### src/rtl/reg_file.sv
// Eight-entry (DEPTH-configurable) synchronous register file: single write port, registered read.
// Optional macro REG_FILE_BYPASS_EN makes a same-address write+read return the new data.
module reg_file #(
    parameter int DATA_W = 8,
    parameter int ADDR_W = 3,
    parameter int DEPTH  = 8
) (
    input  logic              CLK,
    input  logic              RST_N,
    input  logic              WEN,
    input  logic              OEN,
    input  logic [ADDR_W-1:0] ADDR,
    input  logic [DATA_W-1:0] DIN,
    output logic [DATA_W-1:0] DOUT
);

    logic [DATA_W-1:0] REGS [DEPTH];
    logic [DATA_W-1:0] dout_q;
    logic [DATA_W-1:0] dout_d;
    logic [DATA_W-1:0] rd_data;
    logic              in_range;

    // Decode by comparison so DEPTH < 2**ADDR_W never indexes past the array.
    always_comb begin
        rd_data  = '0;
        in_range = 1'b0;
        for (int i = 0; i < DEPTH; i++) begin
            if (ADDR == ADDR_W'(i)) begin
                rd_data  = REGS[i];
                in_range = 1'b1;
            end
        end
    end

    always_comb begin
        dout_d = dout_q;
        if (OEN) begin
`ifdef REG_FILE_BYPASS_EN
            if (WEN && in_range) begin
                dout_d = DIN;
            end else begin
                dout_d = rd_data;
            end
`else
            dout_d = rd_data;
`endif
        end
    end

    always_ff @(posedge CLK) begin
        if (!RST_N) begin
            dout_q <= '0;
            for (int i = 0; i < DEPTH; i++) begin
                REGS[i] <= '0;
            end
        end else begin
            dout_q <= dout_d;
            for (int i = 0; i < DEPTH; i++) begin
                if (WEN && (ADDR == ADDR_W'(i))) begin
                    REGS[i] <= DIN;
                end
            end
        end
    end

    assign DOUT = dout_q;

endmodule

### config.mk
export PLATFORM = sky130hd
export DESIGN_NAME = reg_file
export DESIGN_NICKNAME = d
export VERILOG_FILES = /design/src/rtl/reg_file.sv
export SDC_FILE = /design/constraint.sdc
export NUM_CORES = 1
export LEC_CHECK = 0
export ABC_CLOCK_PERIOD_IN_PS = 1800
export BUFFER_PORTS_ARGS = -buffer_cell sky130_fd_sc_hd__buf_2
export CAP_MARGIN = 20
export CORE_AREA = 2 2 76 78
export CTS_CLUSTER_DIAMETER = 100
export DETAILED_ROUTE_END_ITERATION = 16
export DIE_AREA = 0 0 78 80
export GPL_TIMING_DRIVEN = 0
export PLACE_DENSITY = 0.85
export SLEW_MARGIN = 10
export SYNTH_ARGS = -nofsm -noshare
export SYNTH_HDL_FRONTEND = slang
export SYNTH_SLANG_ARGS = --single-unit
### constraint.sdc
create_clock -name CLK -period 1.8 [get_ports CLK]
set_input_delay 0.18 -clock CLK [delete_from_list [all_inputs] [get_ports CLK]]
set_output_delay 0.18 -clock CLK [all_outputs]
set_load 0.02 [all_outputs]
==> impl.org <==
** Run status
- Result of the run :: finished clean

** Yosys
- Mux cell area share after synthesis :: 6.53%
- By area, the combinational part of the netlist is dominated by simple AND/OR/NAND/NOR gates.
- Sequential cells were found to cover 67.9% of the synthesized design area.
- Adder and majority cell fraction of the synthesized area :: 0%
- Area share of and/or/nand/nor cells after synthesis :: 12.4%
- Counting distinct cell types in the post-synthesis netlist gives 27.
- Dividing the synthesized area by the synthesized cell count gives 12.7 um2.
- Syn_nets :: 256
- The mapped netlist covers 3070 um2.
- Synth Register Bits :: 72
- Total number of yosys warnings :: 0
- Syn Inst Count :: 241
- Xor and xnor area share after synthesis :: 0%
- The synthesized netlist devotes 10.1% of its cell area to compound gates.

** Place
- Once detailed placement completed, the half-perimeter wirelength came to 4670 um.
- Port buffering added 20 buffers.
- At the end of routability-driven placement, the weighted congestion stood at 0.838.
- Prior to clock tree synthesis, the placed netlist has a worst setup slack of -0.174 ns.

** Cells and area
- Final net count :: 288
- The repair_antennas step left the layout with diodes totalling 0.
- Most common cell after layout, fill and taps aside :: edfxtp_1
- Area overhead of the layout relative to synthesis :: 12.7%
- Final core area utilization :: 64.0%
- Layout cells sized above 1 :: 17.3%
- In the layout the commonest cells are edfxtp_1, nor2_1, buf_2.

** Timing
- Minimum clock period :: 1.62 ns
- The clock arrives with 0.00846 ns of skew.
- Final setup vio count :: 0
- The final critical path takes up 90.0% of the cycle.
- Derived from the worst setup path, the maximum achievable clock frequency is 0.617 GHz.
- Worst setup slack after layout :: 0.180 ns
- The number of slew-limit violations in the final report came to 0.
- For the final routed database, the setup TNS stands at 0 ns.
- At the pin with the least slew margin, the transition time is 0.863 ns.
- Setup repair after global routing missed its margin :: false
- The number of hold violations in the final report is 0.
- The worst pin sits at a relative slew slack of 42.1%.

** Setup path
- The worst register-to-register path ends at DOUT[5]$_SDFFE_PN0P_.
- Startpoint type of the worst setup path :: primary input
- Logic depth of the worst register-to-register path :: 4
- Setup slack on the worst reg-to-reg path comes out at 0.44 ns.
- Of all nets on the critical path, the largest fanout is 10.
- The worst setup path is captured at a flop.
- The startpoint identified for the worst register-to-register timing path is REGS[0][13]$_SDFFCE_PN0P_.
- The critical path is of the primary input to flop type.
- At the worst endpoint, the required time is 1.80 ns.
- STA puts the critical path data arrival time at 1.62 ns.

** Routing
- Dividing the detail-routed via count by the number of cells gives 5.85.
- Final Routed Wirelength :: 6480 um
- The detailed router placed 2047 vias in this run.
- The count of nets left with antenna violations once routing finished came out at 0.
- In the routed design, unresolved DRC markers number 0.
- The detailed router finished its first iteration with 207 violations.
- Summed over all nets, wire length on met3 after detailed routing comes to 460 um.
- In the final routed layout, each cell accounts on average for 18.5 um.
- For this block, wires on met1 add up to 2600 um.
- Drt first pass iters :: 5
- Routed signal wires occupy layers up through met4.
- Summed over all nets, wire length on met2 after detailed routing comes to 3280 um.

** Clock network
- The clock tree synthesis step divided the H-tree into 3 levels.
- Clock Root Buffer :: clkbuf_8
- Buffers added to address setup during post-CTS repair amount to 0.
- For the worst-skew pair, the clock arrives at the later sink with an insertion delay of 0.35 ns.
- The clock passes through at most 2 buffers.
- Reg clk slew, reported paths :: 0.08 ns
- Hold buffers post-CTS :: 0
- Number of CTS-inserted buffers :: 9
- Clock sinks :: 72
- TritonCTS built the clock tree.
- Resized cells post-CTS :: 0

** Die
- The floorplan step defined a die boundary enclosing 6240 um2.
- Once the floorplan was initialized, standard cells occupied 56.8% of the core.
- Number of top-level pins :: 23
- The floorplan step set the die width to 78 um.
- Number of cell rows :: 27
- The floorplan step defined a core boundary enclosing 5410 um2.
- DIE HEIGHT :: 80 um

** Power
- Power spread over the standard cell area amounts to 1030 nW/um2.
- Leakage :: 1.30 nW
- VDD sags by at most 505 uV.

** Global routing
- GR Util All Layers :: 23.3%
- Number of antenna violations at the first check in global routing :: 0
- Global-route wire length before repair :: 10500 um
- Maximum number of pins on one net before global-route repair :: 14
- The number of global-route vias before repair came to 2097.
- Final global-route overflow total :: 0

** Worst hold path
- WHS Path Cells :: 3
- In this run the most critical hold path is launched from OEN.
- Sink of the worst hold path :: DOUT[3]$_SDFFE_PN0P_
- The tightest min-delay check is of the primary input to flop type.

** Job
- MaxCap Viol Count :: 0
logic make-up (layout without fill, tap and decap cells):
kind of cell / count (synthesis) / after routing
DFF: 72 / 72
buffers and inverters: 21 / 58
muxes: 17 / 17
AOI/OAI and AO/OA: 41 / 41
and+or+nand+nor: 90 / 90
stage by stage:
step                      cells  total power (W)  hold slack, ns  area (um2)
final                       350          0.00355           0.177        3460
after global routing        350          0.00367           0.202        3460
after CTS                   350          0.00356           0.171        3460
after detailed placement    334          0.00233           0.436        3260
after global placement      333          0.00231           0.429        3260
after floorplan             241          0.00221           0.373        3070
routing by layer:
| metal | vias to the layer above | GRT usage (%) |
|---|---|---|
| met1 | 996 | 29.7 |
| met4 | 0 | 11.4 |
| li1 | 954 | - |
| met3 | 13 | 5.09 |
| met5 | - | 0 |
| met2 | 84 | 37.9 |
worst max path at each step:
stage / startpoint / to / slack, ns / depth (start not counted)
after floorplan: ADDR[0] / REGS[1][16]$_DFFE_PP_ / 0.15 / 4
after global placement: ADDR[2] / REGS[1][22]$_DFFE_PP_ / -0.45 / 4
after detailed placement: ADDR[0] / REGS[1][14]$_SDFFCE_PN0P_ / -0.17 / 5
after CTS: ADDR[0] / REGS[1][13]$_SDFFCE_PN0P_ / 0.20 / 5
after global routing: ADDR[2] / REGS[1][22]$_DFFE_PP_ / 0.04 / 4
final: ADDR[0] / REGS[1][15]$_SDFFCE_PN0P_ / 0.18 / 5
synthesized netlist by cell type, drive strengths merged:
cell	n	area, um2
edfxtp	64	1920
nor2	51	191
nand2	20	75.1
mux2	14	158
nor2b	10	62.6
inv	9	33.8
a211oi	8	60.1
buf	8	45.0
dfxtp	8	160
o22ai	8	50.1
a2111oi	7	61.3
o32ai	7	61.3
a21o	6	45.0
clkbuf	4	15.0
nand3	4	20.0
mux2i	2	20.0
nand2b	2	12.5
o21ai	2	10.0
a21oi	1	5.00
a31o	1	8.76
mux4	1	22.5
nand3b	1	7.51
nor3	1	5.00
o221ai	1	8.76
or2b	1	7.51
layout make-up:
class                      instances  area (um2)
fill                             412        1950
inverter                           9        33.8
buffer                            12        60.1
sequential                        72        2080
multi-input combinational        148         892
clock inverter                     7        71.3
tap                               72        90.1
clock buffer                       9         124
timing repair buffer              21         105
critical path, stage by stage:
cell	delay, ns
buf_2	0.19
buf_2	0.25
nor2b_1	0.21
nand3_1	0.33
nand2_1	0.46
power breakdown:
part           leakage (nW)  switching [W]  internal [W]
combinational         0.525       0.000203      0.000108
clock                0.0916       0.000622      0.000639
sequential            0.686      0.0000354       0.00194
sequential cells by signal, summed over array words and instances, names as in the netlist:
signal,cells
REGS,64
DOUT,8
Power figures use the tool's default switching activity.
